`config.mk`:
```
export PLATFORM = sky130hd
export DESIGN_NAME = pop_sequencer
export DESIGN_NICKNAME = d
export VERILOG_FILES = /design/src/rtl/pop_seq_pkg.sv /design/src/rtl/pop_seq_channel.sv /design/src/rtl/pop_sequencer.sv
export SDC_FILE = /design/constraint.sdc
export NUM_CORES = 1
export LEC_CHECK = 0
export BUFFER_PORTS_ARGS = -buffer_cell sky130_fd_sc_hd__buf_2
export CORE_ASPECT_RATIO = 1.4
export CORE_MARGIN = 2
export CORE_UTILIZATION = 55
export DETAILED_ROUTE_END_ITERATION = 10
export PLACE_DENSITY = 0.71
export SETUP_SLACK_MARGIN = 0.02
export SYNTH_ARGS = -nofsm -noshare
export SYNTH_HDL_FRONTEND = slang
export SYNTH_HIERARCHICAL = 1
export SYNTH_SLANG_ARGS = --single-unit
```
`constraint.sdc`:
```
create_clock -name clk -period 4.23 [get_ports clk]
set_input_delay 0.423 -clock clk [delete_from_list [all_inputs] [get_ports clk]]
set_output_delay 0.423 -clock clk [all_outputs]
set_load 0.02 [all_outputs]
```
`src/rtl/pop_seq_pkg.sv`:
```
// Shared types and constants for the pop_sequencer pulse timing block.
// FSM state encoding, configuration register map and default sizing.
package pop_seq_pkg;

    localparam int DEFAULT_NUM_CH = 4;
    localparam int DEFAULT_WIDTH  = 16;

    localparam logic [7:0] ADDR_PERIOD  = 8'd0;
    localparam logic [7:0] ADDR_CYCLES  = 8'd1;
    localparam logic [7:0] ADDR_CH_BASE = 8'd2;

    typedef enum logic [1:0] {
        IDLE  = 2'd0,
        ARMED = 2'd1,
        RUN   = 2'd2,
        DONE  = 2'd3
    } pop_seq_state_t;

    // Channel k owns addresses ADDR_CH_BASE+2k (start) and ADDR_CH_BASE+2k+1 (stop)
    function automatic logic addr_in_range(input logic [7:0] addr, input int num_ch);
        return ({1'b0, addr} < ({1'b0, ADDR_CH_BASE} + 9'(2 * num_ch)));
    endfunction

endpackage

```
`src/rtl/pop_seq_channel.sv`:
```
// One timing channel: decides from the period count whether its pulse window is open.
// Supports plain windows, windows wrapping across the period boundary, and disabled (start = stop).
import pop_seq_pkg::*;

module pop_seq_channel #(
    parameter int WIDTH = DEFAULT_WIDTH
) (
    input  logic [WIDTH-1:0] count,
    input  logic [WIDTH-1:0] start,
    input  logic [WIDTH-1:0] stop,
    input  logic [WIDTH-1:0] period,
    input  logic             en,
    output logic             pulse
);

    // A start value that the count never reaches keeps the channel quiet all period
    always_comb begin
        pulse = 1'b0;
        if (!en || (start >= period) || (start == stop)) begin
            pulse = 1'b0;
        end else if (start < stop) begin
            pulse = (count >= start) && (count < stop);
        end else begin
            pulse = (count >= start) || (count < stop);
        end
    end

endmodule

```
`src/rtl/pop_sequencer.sv`:
```
// Multi-channel pulse sequencer with shadowed timing registers and single/free-running modes.
// Build macro POP_SEQ_TRIG_EN adds a synchronised trig input that gates the start of every period.
import pop_seq_pkg::*;

module pop_sequencer #(
    parameter int NUM_CH = DEFAULT_NUM_CH,
    parameter int WIDTH  = DEFAULT_WIDTH
) (
    input  logic              clk,
    input  logic              reset,
    input  logic              run,
    input  logic              single,
    input  logic              cfg_we,
    input  logic [7:0]        cfg_addr,
    input  logic [WIDTH-1:0]  cfg_data,
`ifdef POP_SEQ_TRIG_EN
    input  logic              trig,
`endif
    output logic [NUM_CH-1:0] ch_out,
    output logic              busy,
    output logic              period_tick,
    output logic              cfg_err
);

    localparam logic [WIDTH-1:0] CNT_ZERO = {WIDTH{1'b0}};
    localparam logic [WIDTH-1:0] CNT_ONE  = {{(WIDTH-1){1'b0}}, 1'b1};

    pop_seq_state_t    state_r;
    logic [WIDTH-1:0]  count_r;
    logic [WIDTH-1:0]  cyc_left_r;
    logic [NUM_CH-1:0] ch_out_r;
    logic              busy_r;
    logic              tick_r;
    logic              cfg_err_r;

    logic [WIDTH-1:0]  period_sh_r;
    logic [WIDTH-1:0]  cycles_sh_r;
    logic [WIDTH-1:0]  start_sh_r [NUM_CH];
    logic [WIDTH-1:0]  stop_sh_r  [NUM_CH];
    logic [WIDTH-1:0]  period_a_r;
    logic [WIDTH-1:0]  start_a_r  [NUM_CH];
    logic [WIDTH-1:0]  stop_a_r   [NUM_CH];

    logic [NUM_CH-1:0] pulse_s;
    logic              run_en_s;
    logic              wrap_s;
    logic              arm_s;
    logic              zero_arm_s;
    logic              copy_s;
    logic              bad_addr_s;
    logic              trig_edge_s;
    logic              trig_mode_s;

`ifdef POP_SEQ_TRIG_EN
    logic [2:0] trig_sync_r;

    // Two-flop synchroniser plus one history flop for rising-edge detection
    always_ff @(posedge clk or negedge reset) begin
        if (!reset) begin
            trig_sync_r <= 3'b000;
        end else begin
            trig_sync_r <= {trig_sync_r[1:0], trig};
        end
    end

    assign trig_edge_s = trig_sync_r[1] & ~trig_sync_r[2];
    assign trig_mode_s = 1'b1;
`else
    assign trig_edge_s = 1'b1;
    assign trig_mode_s = 1'b0;
`endif

    assign run_en_s   = (state_r == RUN);
    assign wrap_s     = run_en_s && (count_r == (period_a_r - CNT_ONE));
    assign arm_s      = (state_r == IDLE) && run && (period_sh_r != CNT_ZERO);
    assign zero_arm_s = (state_r == IDLE) && run && (period_sh_r == CNT_ZERO);
    assign copy_s     = arm_s || wrap_s;
    assign bad_addr_s = cfg_we && !addr_in_range(cfg_addr, NUM_CH);

    // Configuration writes land in the shadow bank only
    always_ff @(posedge clk or negedge reset) begin
        if (!reset) begin
            period_sh_r <= CNT_ZERO;
            cycles_sh_r <= CNT_ZERO;
            for (int k = 0; k < NUM_CH; k++) begin
                start_sh_r[k] <= CNT_ZERO;
                stop_sh_r[k]  <= CNT_ZERO;
            end
        end else if (cfg_we) begin
            if (cfg_addr == ADDR_PERIOD) begin
                period_sh_r <= cfg_data;
            end else if (cfg_addr == ADDR_CYCLES) begin
                cycles_sh_r <= cfg_data;
            end else begin
                for (int k = 0; k < NUM_CH; k++) begin
                    if (cfg_addr == (ADDR_CH_BASE + 8'(2 * k))) begin
                        start_sh_r[k] <= cfg_data;
                    end else if (cfg_addr == (ADDR_CH_BASE + 8'(2 * k + 1))) begin
                        stop_sh_r[k] <= cfg_data;
                    end
                end
            end
        end
    end

    // Shadow-to-active transfer at arm and each boundary; a write in the same cycle waits a period
    always_ff @(posedge clk or negedge reset) begin
        if (!reset) begin
            period_a_r <= CNT_ZERO;
            for (int k = 0; k < NUM_CH; k++) begin
                start_a_r[k] <= CNT_ZERO;
                stop_a_r[k]  <= CNT_ZERO;
            end
        end else if (copy_s) begin
            // A zero period would never wrap, so the running period is kept instead
            if (period_sh_r != CNT_ZERO) begin
                period_a_r <= period_sh_r;
            end
            for (int k = 0; k < NUM_CH; k++) begin
                start_a_r[k] <= start_sh_r[k];
                stop_a_r[k]  <= stop_sh_r[k];
            end
        end
    end

    // Sticky error flag, cleared only by reset
    always_ff @(posedge clk or negedge reset) begin
        if (!reset) begin
            cfg_err_r <= 1'b0;
        end else if (bad_addr_s || zero_arm_s) begin
            cfg_err_r <= 1'b1;
        end
    end

    genvar gk;
    generate
        for (gk = 0; gk < NUM_CH; gk++) begin : g_ch
            pop_seq_channel #(.WIDTH(WIDTH)) u_ch (
                .count  (count_r),
                .start  (start_a_r[gk]),
                .stop   (stop_a_r[gk]),
                .period (period_a_r),
                .en     (run_en_s),
                .pulse  (pulse_s[gk])
            );
        end
    endgenerate

    // Sequencer FSM, period counter and registered outputs (outputs trail the count by one clock)
    always_ff @(posedge clk or negedge reset) begin
        if (!reset) begin
            state_r    <= IDLE;
            count_r    <= CNT_ZERO;
            cyc_left_r <= CNT_ZERO;
            ch_out_r   <= {NUM_CH{1'b0}};
            busy_r     <= 1'b0;
            tick_r     <= 1'b0;
        end else begin
            tick_r   <= wrap_s;
            ch_out_r <= run_en_s ? pulse_s : {NUM_CH{1'b0}};
            case (state_r)
                IDLE: begin
                    count_r <= CNT_ZERO;
                    if (arm_s) begin
                        state_r    <= ARMED;
                        busy_r     <= 1'b1;
                        cyc_left_r <= cycles_sh_r;
                    end else begin
                        busy_r <= 1'b0;
                    end
                end
                ARMED: begin
                    count_r <= CNT_ZERO;
                    if (trig_edge_s) begin
                        state_r <= RUN;
                        busy_r  <= 1'b1;
                    end else if (!run) begin
                        state_r <= IDLE;
                        busy_r  <= 1'b0;
                    end else begin
                        busy_r <= 1'b1;
                    end
                end
                RUN: begin
                    if (wrap_s) begin
                        count_r <= CNT_ZERO;
                        if (!run) begin
                            state_r <= IDLE;
                            busy_r  <= 1'b0;
                        // cycle_count of 0 or 1 both end after this period
                        end else if (single && (cyc_left_r <= CNT_ONE)) begin
                            state_r <= DONE;
                            busy_r  <= 1'b0;
                        end else begin
                            if (single) begin
                                cyc_left_r <= cyc_left_r - CNT_ONE;
                            end
                            state_r <= trig_mode_s ? ARMED : RUN;
                            busy_r  <= 1'b1;
                        end
                    end else begin
                        count_r <= count_r + CNT_ONE;
                        busy_r  <= 1'b1;
                    end
                end
                DONE: begin
                    count_r <= CNT_ZERO;
                    busy_r  <= 1'b0;
                    if (!run) begin
                        state_r <= IDLE;
                    end else begin
                        state_r <= DONE;
                    end
                end
                default: begin
                    state_r <= IDLE;
                    count_r <= CNT_ZERO;
                    busy_r  <= 1'b0;
                end
            endcase
        end
    end

    assign ch_out      = ch_out_r;
    assign busy        = busy_r;
    assign period_tick = tick_r;
    assign cfg_err     = cfg_err_r;

endmodule

```
==> impl_metrics.csv <==
group,metric,value,unit
outcome,status,"finished, final reports clean",
synthesis,synth.area.mux_share,17.15,%
synthesis,synth-seq-area-share,42.88,%
final_layout,final_area,22210,sq um
sta,finClkSkew,25.04,ps
worst_setup_path,cp-end-kind,"register",
final_layout,fillers,2913,
pwr,power,11.66,mW
worst_setup_path,crit_chain,"inv_1 > ha_1 > or4b_4 > nor4b_1 > nor3_1 > a21oi_1 > o21ai_0 > or4_1 > and2_4 > o22a_1",
synthesis,synth_edf_count,0,
worst_setup_path,cp_max_fo,17,
synthesis,synth_fa_ha_area_share,16.13,%
worst_setup_path,crit_required,4640,ps
drt,wl_per_cell,22.02,um
synthesis,syn_nets,2079,
final_layout,areaGrowthSynthToFinish,10.33,%
sta,hold_viol,0,
sta,rsz0062_at_grt,"false",
cts,htreeDepth,2,
final_layout,drive_gt1_share,24.87,%
floorplanning,rows,82,
sta,min_period,3739,ps
cts,numCtsBuffers,34,
floorplanning,fp.dieH,230.4,um
drt,drt_iter0_markers,802,
global_route,top_usage_layer,"met2",
cts,path_clk_slew,60,ps
floorplanning,start_util,56.07,%
sta,worst_pin_slew,1165,ps
global_route,grt_pass1_wl,81.90,mm
synthesis,yosys_warnings,6,
worst_setup_path,r2r_cells,10,
drt,drcViolationCount,0,
final_layout,nets,2133,
sta,post-route-period-util,88.40,%
cts,cts_tree,"done",
synthesis,synth-simple-area-share,8.203,%
global_route,met1_usage,32.30,%
worst_setup_path,max_stage_delay,850,ps
synthesis,synth_compound_area_share,9.197,%
final_layout,regArea,8633,sq um
drt,viasPerCell,6.061,
cts,clk_latency,540,ps
floorplanning,core-area,35910,sq um
hold_path,hp-class,"in -> reg",
global_route,grt_overflow_total,0,
final_layout,finish.utilization,61.86,%
placed_design,place_area,21000,sq um
final_layout,multi_input_area,10520,sq um
drt,drt_wl_total,51.46,mm
placed_design,port_buffers,35,
sta,fmax,267.4,MHz
global_route,grt_pass1_vias,14920,
placed_design,place_congestion,0.9263,
flow_run,maxCapViolations,0,
worst_setup_path,arrival,4150,ps
cts,cts_num_sinks,345,
global_route,grt_max_degree,110,
cts,cts-root-buf,"clkbuf_16",
floorplanning,io_pins,36,
global_route,grtUsageMet2,48.85,%
drt,postRouteAntennaNets,0,
sta,finalSetupViolations,0,
synthesis,ys_ff_latch,345,
placed_design,place_hpwl,36.53,mm
pwr,p_per_area,524.9,nW/um^2
global_route,grt_use_total,27.35,%
synthesis,syn_area_per_cell,11.22,sq um
floorplanning,die_w,165.7,um
global_route,use_met3,2.692,%
synthesis,synth_top_family_by_area,"multiplexers",
synthesis,synth-xor-area-share,1.435,%
hold_path,hold_depth,3,
synthesis,ys.flop_type,"dfrtp_1",
synthesis,syn-cell-area,20130,sq um
floorplanning,dieArea,38180,sq um
worst_setup_path,cp_slowest_cell,"or4_1",
pwr,leakage,10.94,nW
sta,drv_slew,0,
sta,maxSlewHeadroom,22.33,%
worst_setup_path,path_class,"reg -> reg",
drt,num_vias,14160,
global_route,antenna_found_initial,1,
worst_setup_path,start_kind,"register",
synthesis,syn_inst,1794,
sta,finalSetupTns,0,ps
synthesis,ys_async_sr_fraction,100.0,%
sta,fin_hold_ws,206.3,ps
drt,first_pass_iters,4,
cts,cts_max_path_buffers,3,
synthesis,ys_types,70,
pwr,irDropWorstVdd,0.4623,mV
[sequential cells by signal (all words and copies together) (netlist names), 16 cells and up]
name         count
cyc_left_r      16
count_r         16
cycles_sh_r     16
period_sh_r     16
period_a_r      16
stop_a_r        64
start_sh_r      64
start_a_r       64
stop_sh_r       64
[cells in the final DEF, fill, tap and decap left out, types with 6 or more instances in the layout]
cell type,instances
nand3_1,36
a221oi_1,7
mux2_2,304
xor2_1,17
o21bai_1,7
o21ai_0,37
inv_1,203
nand2_1,63
nand4_1,31
nor4_1,13
nand2b_1,14
o211ai_1,15
o21ai_1,6
dfrtp_1,345
buf_2,34
a211o_1,13
a221o_1,8
a31oi_1,17
and2_1,7
nor3_1,17
and3_1,10
xnor2_1,16
buf_4,38
clkbuf_16,37
a21o_1,22
nor2_1,74
a211oi_1,12
a21oi_1,91
clkbuf_8,6
ha_1,256
o22a_1,8
[worst paths after layout]
| path | from | endpoint | slack [ps] |
|---|---|---|---|
| setup / recovery | period_a_r[0]$_DFFE_PN0P_ | cyc_left_r[2]$_DFFE_PN0P_ | 490 |
| min in group asynchronous | reset | start_a_r[48]$_DFFE_PN0P_ | 560 |
| setup reg to reg | period_a_r[0]$_DFFE_PN0P_ | cyc_left_r[2]$_DFFE_PN0P_ | 490 |
| max in group asynchronous | reset | stop_sh_r[41]$_DFFE_PN0P_ | 2680 |
| hold reg to reg | cfg_err$_DFFE_PN0P_ | cfg_err$_DFFE_PN0P_ | 500 |
| hold / removal | run | cfg_err$_DFFE_PN0P_ | 210 |
[critical path, delay by kind of cell, from the launching register on]
family	cells	cell delay (ps)
DFF	1	510
buffers and inverters	1	110
and+or+nand+nor	5	2130
adders and majority gates	1	300
AOI/OAI and AO/OA	3	560
[report_power, final]
part,internal [mW],switching (mW),leakage [nW]
logic,1.84,2.50,5.65
clock network,1.90,1.32,0.581
registers,3.66,0.437,4.71
[synth_stat cells, drive strengths merged, types with 3 or more instances]
| library cell | instances | area (sq um) |
|---|---|---|
| nand4b | 3 | 26.28 |
| nand3 | 36 | 180.2 |
| a221o | 8 | 80.08 |
| or3 | 4 | 25.02 |
| mux2 | 304 | 3423 |
| nor3 | 20 | 111.4 |
| buf | 21 | 102.6 |
| nor2 | 74 | 277.8 |
| nor4 | 17 | 131.4 |
| and4 | 5 | 43.79 |
| and2 | 8 | 52.55 |
| xnor2 | 16 | 140.1 |
| nor4b | 4 | 35.03 |
| or4 | 5 | 37.54 |
| a31oi | 17 | 106.4 |
| o21bai | 7 | 52.55 |
| and3 | 11 | 70.07 |
| a22oi | 3 | 22.52 |
| inv | 203 | 762.0 |
| a211oi | 16 | 140.1 |
| nand2 | 63 | 236.5 |
| a211o | 13 | 113.9 |
| nor3b | 3 | 22.52 |
| maj3 | 4 | 45.04 |
| dfrtp | 345 | 8633 |
| clkbuf | 37 | 138.9 |
| a21oi | 91 | 455.4 |
| ha | 256 | 3203 |
| o311ai | 3 | 26.28 |
| o211ai | 18 | 150.2 |
| a21o | 22 | 165.2 |
| nand4 | 31 | 193.9 |
| a221oi | 7 | 61.31 |
| o22a | 8 | 70.07 |
| o21ai | 46 | 241.5 |
| xor2 | 17 | 148.9 |
| nand2b | 15 | 101.3 |
| mux2i | 3 | 30.03 |
| nor2b | 4 | 25.02 |
| o311a | 3 | 30.03 |
[per-layer routing]
layer  routed length [um]  share of wire [%]  up-vias
li1                     -                  -     6516
met1                20590                 40     7182
met2                25970                 50      330
met3                 1717                3.3      136
met4                 3177                6.2        0
met5                    0                  0        -
[final cells by class]
cell class                      count  share of cell area, %
Tap cell                          462                  2.602
Inverter                          204                  3.447
Timing Repair Buffer               76                  2.343
Sequential cell                   345                  38.86
Multi-Input combinational cell   1187                  47.34
Clock inverter                     14                 0.7717
Antenna cell                        1                0.01127
Clock buffer                       48                  4.624
[kinds of logic (layout without fill, tap and decap cells)]
family,count (synthesis),after routing
other,0,1
xor gates and xnor gates,33,33
DFF,345,345
and+or+nand+nor,312,312
adders and majority gates,260,260
buffers and inverters,262,342
AOI/OAI and AO/OA,275,275
muxes,307,307
[repair_timing]
action,in CTS,in global routing
hold buffers,1,0
gates resized for setup,0,0
setup buffers,0,0
hold endpoints to repair,17,0
[metrics by stage]
| step | cells | setup slack (ps) |
|---|---|---|
| after floorplan | 1794 | 1015 |
| after global placement | 2273 | 653.3 |
| after detailed placement | 2273 | 521.8 |
| after CTS | 2336 | 534.6 |
| after global routing | 2336 | 252.1 |
| final | 2337 | 490.6 |
Note: power is estimated with default switching activity, not from simulation.
